## config.mk

```make
export PLATFORM = sky130hd
export DESIGN_NAME = port_io_receiver
export DESIGN_NICKNAME = d
export VERILOG_FILES = /design/src/rtl/port_io_receiver.sv
export SDC_FILE = /design/constraint.sdc
export NUM_CORES = 1
export LEC_CHECK = 0
export CORE_AREA = 2 2 134 136
export CTS_CLUSTER_SIZE = 28
export DETAILED_ROUTE_END_ITERATION = 12
export DIE_AREA = 0 0 136 138
export MAX_ROUTING_LAYER = met4
export PLACE_DENSITY_LB_ADDON = 0.05
export SLEW_MARGIN = 5
export SYNTH_ARGS = -nofsm -noshare
export SYNTH_HDL_FRONTEND = slang
export SYNTH_SLANG_ARGS = --single-unit
export TNS_END_PERCENT = 100
```

## constraint.sdc

```tcl
create_clock -name clk -period 2.7 [get_ports clk]
set_clock_uncertainty 0.15 [all_clocks]
set_input_delay 0.81 -clock clk [delete_from_list [all_inputs] [get_ports clk]]
set_output_delay 0.81 -clock clk [all_outputs]
set_load 0.01 [all_outputs]
```

## src/rtl/port_io_receiver.sv

```systemverilog
// port_io_receiver
// Return-path deserializer for the port I/O link. The remote expander board
// shifts its input-pin states back over three wires (port_clk, port_rst used as
// a frame strobe, data). All three are oversampled in the clk domain, a frame
// of 88 bits (port0..port9 MSB first, then an XOR checksum byte) is collected,
// and the ten port registers are updated together only when the checksum holds.
//
// Ports
//   clk          system clock
//   rst          asynchronous, active-low reset
//   port_clk     serial bit clock from the remote board (async to clk)
//   port_rst     frame strobe, high for the whole frame (async to clk)
//   data         serial data, valid at the port_clk rising edge (async to clk)
//   port0..9     last accepted input-port values
//   frame_valid  one-clk pulse when a good frame has updated port0..port9
//   frame_err    one-clk pulse on checksum, short-frame or timeout error
//   link_ok      high after a good frame, low after reset or any error
//   fsm_state    debug view of the receive FSM (0 IDLE, 1 SHIFT, 2 CHECK, 3 WAIT_END)
//
// Interface note: there is no handshake on the output side. frame_valid and
// frame_err are single-cycle qualifiers with no backpressure; port0..port9
// are stable registers that change only in the frame_valid cycle.

module port_io_receiver #(
  parameter int TIMEOUT     = 1024,
  parameter int SYNC_STAGES = 2
) (
  input  logic       clk,
  input  logic       rst,
  input  logic       port_clk,
  input  logic       port_rst,
  input  logic       data,
  output logic [7:0] port0,
  output logic [7:0] port1,
  output logic [7:0] port2,
  output logic [7:0] port3,
  output logic [7:0] port4,
  output logic [7:0] port5,
  output logic [7:0] port6,
  output logic [7:0] port7,
  output logic [7:0] port8,
  output logic [7:0] port9,
  output logic       frame_valid,
  output logic       frame_err,
  output logic       link_ok,
  output logic [1:0] fsm_state
);

  localparam int TW = $clog2(TIMEOUT + 1);

  typedef enum logic [1:0] {
    IDLE     = 2'd0,
    SHIFT    = 2'd1,
    CHECK    = 2'd2,
    WAIT_END = 2'd3
  } state_t;

  state_t                 state;
  logic [SYNC_STAGES-1:0] clk_sync;
  logic [SYNC_STAGES-1:0] frm_sync;
  logic [SYNC_STAGES-1:0] dat_sync;
  logic                   clk_prev;
  logic                   strobe;
  logic                   frm_bit;
  logic                   dat_bit;
  logic [87:0]            shreg;
  logic [6:0]             bcnt;
  logic [TW-1:0]          tcnt;
  logic [7:0]             calc;

  assign fsm_state = state;

  // Equal-depth synchronizers keep the three wires aligned to each other.
  // The strobe and the frame/data bits are registered together, so the FSM
  // sees them one cycle after the edge is detected on the synchronized clock.
  always_ff @(posedge clk or negedge rst) begin
    if (!rst) begin
      clk_sync <= '0;
      frm_sync <= '0;
      dat_sync <= '0;
      clk_prev <= 1'b0;
      strobe   <= 1'b0;
      frm_bit  <= 1'b0;
      dat_bit  <= 1'b0;
    end else begin
      clk_sync <= {clk_sync[SYNC_STAGES-2:0], port_clk};
      frm_sync <= {frm_sync[SYNC_STAGES-2:0], port_rst};
      dat_sync <= {dat_sync[SYNC_STAGES-2:0], data};
      clk_prev <= clk_sync[SYNC_STAGES-1];
      strobe   <= clk_sync[SYNC_STAGES-1] & ~clk_prev;
      frm_bit  <= frm_sync[SYNC_STAGES-1];
      dat_bit  <= dat_sync[SYNC_STAGES-1];
    end
  end

  // Checksum over the ten data bytes; byte k of the frame sits at
  // shreg[8*(10-k) +: 8], the received checksum at shreg[7:0].
  always_comb begin
    calc = 8'h00;
    for (int i = 1; i <= 10; i++) begin
      calc = calc ^ shreg[8*i +: 8];
    end
  end

  always_ff @(posedge clk or negedge rst) begin
    if (!rst) begin
      state       <= IDLE;
      shreg       <= '0;
      bcnt        <= '0;
      tcnt        <= '0;
      frame_valid <= 1'b0;
      frame_err   <= 1'b0;
      link_ok     <= 1'b0;
      {port0, port1, port2, port3, port4} <= '0;
      {port5, port6, port7, port8, port9} <= '0;
    end else begin
      frame_valid <= 1'b0;
      frame_err   <= 1'b0;
      case (state)
        IDLE: begin
          bcnt <= '0;
          tcnt <= '0;
          if (strobe && frm_bit) begin
            shreg <= {shreg[86:0], dat_bit};
            bcnt  <= 7'd1;
            state <= SHIFT;
          end
        end
        SHIFT: begin
          if (strobe) begin
            if (frm_bit) begin
              shreg <= {shreg[86:0], dat_bit};
              tcnt  <= '0;
              if (bcnt >= 7'd87) begin
                // 88th bit: checksum is compared on the next cycle
                bcnt  <= 7'd88;
                state <= CHECK;
              end else begin
                bcnt <= bcnt + 7'd1;
              end
            end else begin
              // frame strobe dropped before all 88 bits arrived
              frame_err <= 1'b1;
              link_ok   <= 1'b0;
              bcnt      <= '0;
              state     <= IDLE;
            end
          end else if (tcnt >= TW'(TIMEOUT - 1)) begin
            // TIMEOUT clk edges since the last accepted bit
            frame_err <= 1'b1;
            link_ok   <= 1'b0;
            bcnt      <= '0;
            tcnt      <= '0;
            state     <= IDLE;
          end else begin
            tcnt <= tcnt + TW'(1);
          end
        end
        CHECK: begin
          if (calc == shreg[7:0]) begin
            port0       <= shreg[80 +: 8];
            port1       <= shreg[72 +: 8];
            port2       <= shreg[64 +: 8];
            port3       <= shreg[56 +: 8];
            port4       <= shreg[48 +: 8];
            port5       <= shreg[40 +: 8];
            port6       <= shreg[32 +: 8];
            port7       <= shreg[24 +: 8];
            port8       <= shreg[16 +: 8];
            port9       <= shreg[8 +: 8];
            frame_valid <= 1'b1;
            link_ok     <= 1'b1;
          end else begin
            frame_err <= 1'b1;
            link_ok   <= 1'b0;
          end
          state <= WAIT_END;
        end
        WAIT_END: begin
          // extra strobes are ignored until the frame strobe goes low
          if (!frm_sync[SYNC_STAGES-1]) begin
            bcnt  <= '0;
            state <= IDLE;
          end
        end
        default: state <= IDLE;
      endcase
    end
  end

endmodule
```

Word-level counts from Yosys, hierarchy flattened

Index checks and enable logic that the tools add are counted.

Bitwise logic cells: 11
Magnitude comparators: 2
Reduce and logical (&&, ||, !) cells: 11
Equal/unequal tests: 12
Mux-type cells: 33
$add $sub $neg: 2

Operators with widths:

| kind                                                   | count |
|---|---|
| two-way mux 88 bit                                     | 3 |
| one-hot mux 88 bit (2 select lines)                    | 1 |
| XOR 8 bit                                              | 9 |
| two-way mux 7 bit                                      | 5 |
| two-way mux 11 bit                                     | 3 |
| one-hot mux 11 bit (2 select lines)                    | 1 |
| one-hot mux 7 bit (3 select lines)                     | 1 |
| two-way mux 2 bit                                      | 6 |
| adder 11 x 1 -> 11 bit (second input constant)         | 1 |
| >= comparator 11 x 10 -> 1 bit (second input constant) | 1 |
| two-way mux 1 bit                                      | 10 |
| inequality test 3 bit (second input constant)          | 3 |
| equality test 8 bit                                    | 1 |
| inequality test 2 bit (second input constant)          | 4 |
| one-hot mux 2 bit (4 select lines)                     | 1 |
| AND reduction 4 bit                                    | 2 |
| adder 7 x 1 -> 7 bit (second input constant)           | 1 |
| >= comparator 7 bit (second input constant)            | 1 |
| AND reduction 3 bit                                    | 2 |
| equality test 2 bit (second input constant)            | 2 |
| inequality test 4 bit (second input constant)          | 1 |
| one-hot mux 1 bit (2 select lines)                     | 2 |
| AND reduction 2 bit                                    | 2 |
| nonzero test 2 bit                                     | 2 |
| 6 further kinds                                        | 6 |

Output and inout port bits: 85
Logic and storage cells: 95
Bits in registers: 201

Logic depth before layout (Yosys ltp)

Gate-level depths: netlist of the first run.

Depth in word-level cells: 12
Mapped depth: 9
Gate-level depth less buffers: 8

Worst setup path before layout of the first run

Ideal clock, no wire load.

Kind: flip-flop to flip-flop
Start point: reg (tool-made name)
End point: reg shreg[27]
Slack: 0.123 ns
Arrival: 2.302 ns
Clock period less this slack: 2.577 ns
Required time: 2.425 ns
Stages on the path, launching flop included: 8
Setup time: 0.125 ns
Cells stage by stage: dfrtp_1 -> inv_1 -> ha_1 -> clkbuf_1 -> o211ai_1 -> clkbuf_1 -> buf_1 -> mux2_2

RTL lines:

| what                   | line | text |
|---|---|---|
| end signal: assignment | 124  | `shreg <= {shreg[86:0], dat_bit};` |
| end signal: assignment | 132  | `shreg <= {shreg[86:0], dat_bit};` |
| end: declaration       | 66   | `logic [87:0] shreg;` |

Worst setup path after layout of the first run

Start point: reg shreg[21]
End point: reg port2[2]

Longest elaborated chain between the ends: 11

Ends and longest elaborated chain:

| what                          | line | text |
|---|---|---|
| XOR 8 bit (9 in a row)        | 101  | `calc = calc ^ shreg[8*i +: 8];` |
| equality test 8 bit           | 160  | `if (calc == shreg[7:0]) begin` |
| AND reduction 2 bit (no line) | n/a  |  |
| end signal: assignment        | 163  | `port2 <= shreg[64 +: 8];` |
| end: declaration              | 35   | `output logic [7:0] port2,` |

Every way passes these cells.
A chain may end at the register's enable or synchronous reset.

==> flow_summary.ini, run 1 <==
[outcome]
status = completed

[clocking]
clock_path_buffers = 3
cts-root-buf = clkbuf_16
cts_made_buffers = 21
hold_buffers = 0
tritoncts = yes
cts.sinks = 201
path_clk_slew_ns = 0.06
cts.htree.levels = 1
insertion_delay_ns = 0.48

[job]
cap_viol_max_count = 0

[sta]
max_clock_freq_mhz = 374
finalCritPeriodShare_pct = 99.0
fin_crit_ns = 2.67
maxSlewHeadroom_pct = 56.5
hold_viol = 0
slew_violations = 0
setup_violations = 0
setup-tns-final_ns = 0
rsz0062_at_grt = yes
tightest_slew_ns = 0.653

[yosys]
synthArstFlopShare_pct = 100
yosysUniqueCellTypes = 40
yosysTopAreaCell = dfrtp_1
yosysTopAreaCellShare_pct = 57.5
synth_ff_type = dfrtp_1
synth_seq_cells = 201
synthCells = 574
yosys-top-cells-area = dfrtp_1, mux2_4, mux2_2
syn-num-nets = 585
yosysWarnings = 0
synth-seq-area-share_pct = 57.5
synth_area_sq_um = 8750
yosysMostFrequentCell = dfrtp_1
netlist_top_cells_count = dfrtp_1, mux2_2, mux2_4
synth.avg_cell_area_sq_um = 15.2
synth_edf_count = 0

[floorplanning]
initial_core_util_pct = 49.9
pin_count = 90
die_w_um = 136
die_h_um = 138
rows = 49
core_sq_um = 17500
dieArea_sq_um = 18800

[layout]
diodes = 0
drive_gt1_share_pct = 33.0
area_growth_pct = 23.6
final_area_sq_um = 10800
fin_nets = 704

[worst_setup_path]
crit_type = register to register
startpoint = shreg[21]$_DFFE_PN0P_
timing.rr.end = port2[2]$_DFFE_PN0P_
critPathCapture = port2[2]$_DFFE_PN0P_
r2r_start = shreg[21]$_DFFE_PN0P_
crit_path_end_kind = register
worstRegToRegCells = 7
arrival_ns = 2.88
required_ns = 2.90
start_kind = register
ff2ff_setup_slack_ns = 0.03
cp_max_fo = 37

[global_route]
grt_overflow = 0
grt_pass1_vias = 5157
grt_max_degree = 89
antenna_found_initial = 0
grt_pass1_wl_mm = 28.5
grt_usage_pct = 19.6

[route]
ant_nets = 0
wl_per_cell_um = 18.3
firstDrtPassIters = 4
viasPerCell = 5.21
drcViolationCount = 0
wl_mm = 17.0
vias = 4869
first_iter_violations = 208

[place]
post_dp_cell_area_sq_um = 10000
dp.final_hpwl_mm = 11.7
place_congestion = 0.816
io_buffers = 89

[power_and_ir_drop]
leakage_uw = 0.00541
power_density_nw_per_um2 = 658
vdd_ir_drop_max_v = 0.000445
total_power_uw = 7110

[min_path]
hp-class = primary input to asynchronous set/reset pin
==> routing by layer <==
layer,global-route usage [%],vias to the layer above,share of wire (%)
li1,-,2252,-
met1,26.2,2494,45
met2,31.4,98,49
met3,3.30,25,4.1
met4,4.44,0,1.7
met5,-,-,0
==> per-stage QoR <==
stage | setup slack (ns) | cells | util [%] | hold WS [ns]
2_1_floorplan | 0.123 | 574 | - | 0.181
3_3_place_gp | -0.0268 | 898 | 57.3 | 0.182
3_5_place_dp | -0.112 | 898 | 57.3 | 0.186
4_1_cts | -0.0112 | 933 | 61.3 | 0.199
5_1_grt | -0.0828 | 934 | 61.7 | 0.206
6_report | 0.0281 | 934 | 61.7 | 0.197
==> logic make-up (layout without fill, tap and decap cells) <==
logic type                 count (synthesis)  after routing  synth area share [%]
DFF                                      201            201                  57.5
muxes                                    170            170                  24.9
xor gates and xnor gates                  74             74                  8.67
and+or+nand+nor                           54             54                  3.25
AOI/OAI and AO/OA                         42             42                  3.05
buffers and inverters                     27            158                  1.84
adders and majority gates                  6              6                 0.858
==> sequential cells by signal, indices dropped and copies added, names as in the netlist, 8 cells and up, named ones only <==
name	flops
port0	8
port1	8
port2	8
port3	8
port4	8
port5	8
port6	8
port7	8
port8	8
port9	8
shreg	88
tcnt	11
==> worst max-delay path, cell delays in order (launching register included) <==
cell and delay (ns):
dfrtp_1 0.43, xnor2_2 0.22, xnor2_1 0.18, xnor3_1 0.48, nor4_4 0.33, nand3_4 0.15, buf_12 0.23, mux2_1 0.34
==> power by group <==
group | switching, uW | internal, uW | leakage [uW] | total (uW)
logic | 604 | 551 | 0.00231 | 1160
clock network | 1090 | 1640 | 0.000326 | 2730
registers | 106 | 3120 | 0.00277 | 3230
==> cell type report <==
class / count / area (sq um)
multi-input combinational: 346 / 3650
clock buffer: 34 / 654
tap: 229 / 287
fill: 1346 / 6720
timing repair buffer: 115 / 1150
clock inverter: 1 / 5.00
inverter: 8 / 30.0
sequential: 201 / 5030
==> placed cells by master (no fill, tap or decap), drive strengths merged, types with 3 or more instances in the layout <==
master,netlist,layout
buf,10,26
nand2,16,16
ha,6,6
o21ai,13,13
nand4,4,4
nand3,8,8
nor2,13,13
o31ai,3,3
a21oi,9,9
xnor2,57,57
and3,4,4
a31oi,4,4
clkbuf,9,35
xnor3,8,8
dfrtp,201,201
clkdlybuf4s50,0,88
inv,8,8
mux2,168,168
xor2,9,9
==> repair_timing <==
action                     CTS  global route
gates resized for setup      6             7
setup buffers                0             1
pin swaps                    0             6
setup endpoints to repair   80            80
==> worst min path at each step <==
stage,startpoint,to
final,rst,port9[7]$_DFFE_PN0P_
after global routing,frm_sync[0]$_DFF_PN0_,frm_sync[1]$_DFF_PN0_
after CTS,frm_sync[0]$_DFF_PN0_,frm_sync[1]$_DFF_PN0_
after detailed placement,frm_sync[0]$_DFF_PN0_,frm_sync[1]$_DFF_PN0_
after global placement,clk_sync[0]$_DFF_PN0_,clk_sync[1]$_DFF_PN0_
after floorplan,clk_sync[0]$_DFF_PN0_,clk_sync[1]$_DFF_PN0_
Power figures use the tool's default switching activity.
==> run 2, diff against run 1 <==
CORE_AREA = 2 2 103 179   (was 2 2 134 136)
DIE_AREA = 0 0 105 181   (was 0 0 136 138)
clock period = 2.3 ns   (was 2.7 ns; I/O delays follow)
==> run 2 against run 1 <==
Against the previous run:
- the run now ends with setup timing left
- maximum frequency rose by 1.0%
- cell area rose by 7.5%
- power rose by 25%
- utilization rose by 4.9 points
- setup slack got worse by 0.37 ns
- register-to-register slack got worse by 0.37 ns
- critical endpoint is now port3[5]$_DFFE_PN0P_
==> flow_summary.ini, run 2 (synthesis gave the netlist of run 1 again) <==
[outcome]
violations = setup timing
status = finished, violations left

[place]
post_dp_cell_area_sq_um = 10800
dp.final_hpwl_mm = 13.3
dp_cells = 987
place_congestion = 0.785
io_buffers = 89

[clocking]
cts-root-buf = clkbuf_16
hold_buffers = 0
tritoncts = yes
path_clk_slew_ns = 0.06
cts.sinks = 201
clock_path_buffers = 3
cts.htree.levels = 1
insertion_delay_ns = 0.49
cts_made_buffers = 20

[worst_setup_path]
required_ns = 2.52
cp_max_fo = 24
cp_top_family = XOR/XNOR gates
crit_type = register to register
crit_buf_inv = 1
crit_path_end_kind = register
start_kind = register
crit_slowest_cell = xnor3_1
path_cells = xor2_1 > xnor2_1 > xnor3_1 > nor4_4 > nand3_4 > buf_12 > mux2_1
arrival_ns = 2.87
critPathMaxStageDelay_ns = 0.48

[sta]
slew_violations = 0
fin_ws_ns = -0.345
maxSlewHeadroom_pct = 66.7
setup_violations = 83
hold_viol = 0
tightest_slew_ns = 0.500
finalCritPeriodShare_pct = 115
fin_crit_ns = 2.64
max_clock_freq_mhz = 378
rsz0062_at_grt = yes

[floorplanning]
die_w_um = 105
die_h_um = 181
core_sq_um = 17500
pin_count = 90
dieArea_sq_um = 19000
rows = 64
initial_core_util_pct = 50.1

[layout]
diodes = 0
area_growth_pct = 32.8
reg_top3 = shreg (88), tcnt (11)
layout_commonest_cell = dfrtp_1
max_flop_register = shreg
fin_nets = 790
final_area_sq_um = 11600
final_cells = 1023
drive_gt1_share_pct = 41.5
largest_register_ff_count = 88
utilization_pct = 66.6
layout_common_cells = dfrtp_1, buf_4, mux2_2, clkdlybuf4s50_1, mux2_4

[global_route]
grt_overflow = 0
grt_max_degree = 59
grt_usage_pct = 20.7
antenna_found_initial = 0
grt_pass1_wl_mm = 30.5
grt_pass1_vias = 5738

[route]
first_iter_violations = 176
vias = 5155
drcViolationCount = 0
wl_per_cell_um = 17.9
ant_nets = 0
viasPerCell = 5.04
firstDrtPassIters = 5
wl_mm = 18.3

[job]
cap_viol_max_count = 0

[power_and_ir_drop]
total_power_uw = 8860
vdd_ir_drop_max_v = 0.000678
leakage_uw = 0.00596
power_density_nw_per_um2 = 763

[min_path]
hp-class = primary input to asynchronous set/reset pin
==> run 2: timing repair <==
item,4_1_cts,5_1_grt
pin swaps,5,5
setup buffers,0,1
cloned,0,0
gates resized for setup,16,6
hold endpoints to repair,0,0
endpoints found under the setup margin,85,86
==> run 2: power breakdown <==
part           switching, uW  leakage (uW)  internal [uW]
logic                    769       0.00282            741
clock network           1330      0.000364           2250
registers                104       0.00277           3660
total                   2210       0.00596           6650
==> run 2: layout make-up <==
cell class / instances / area [sq um]
tap: 231 / 289
sequential: 201 / 5030
fill: 1356 / 5840
multi-input combinational: 346 / 3680
clock inverter: 5 / 103
clock buffer: 30 / 639
timing repair buffer: 202 / 1850
inverter: 8 / 30.0
==> run 2: metrics by stage <==
| stage | setup TNS [ns] | hold WS (ns) | setup WS (ns) |
|---|---|---|---|
| after floorplan | -9.98 | 0.181 | -0.129 |
| after global placement | -27.11 | 0.189 | -0.427 |
| after detailed placement | -32.38 | 0.195 | -0.510 |
| after CTS | -26.20 | 0.0286 | -0.347 |
| after global routing | -33.42 | 0.0520 | -0.448 |
| final | -25.65 | 0.0281 | -0.345 |
==> run 2: path summary, 6_finish.rpt <==
path / from / to / slack [ns] / cells past startpoint
max: shreg[87]$_DFFE_PN0P_ / port3[5]$_DFFE_PN0P_ / -0.34 / 7
min: rst / port8[1]$_DFFE_PN0P_ / 0.03 / 1
max reg2reg: shreg[87]$_DFFE_PN0P_ / port3[5]$_DFFE_PN0P_ / -0.34 / 7
min reg2reg: dat_sync[0]$_DFF_PN0_ / dat_sync[1]$_DFF_PN0_ / 0.21 / 0
max in group asynchronous: rst / port1[0]$_DFFE_PN0P_ / 1.28 / 2
min in group clk: dat_sync[0]$_DFF_PN0_ / dat_sync[1]$_DFF_PN0_ / 0.21 / 0
==> run 2: per-layer routing <==
layer | track usage (%) | part of all wire [%]
met1 | 23.6 | 38
met2 | 38.2 | 56
met3 | 2.53 | 3.4
met4 | 5.33 | 1.8
met5 | - | 0
==> run 2: worst reg2reg max path, stage by stage (launching register included) <==
cell and delay [ns]:
dfrtp_1 0.39, xor2_1 0.17, xnor2_1 0.22, xnor3_1 0.48, nor4_4 0.34, nand3_4 0.20, buf_12 0.22, mux2_1 0.35
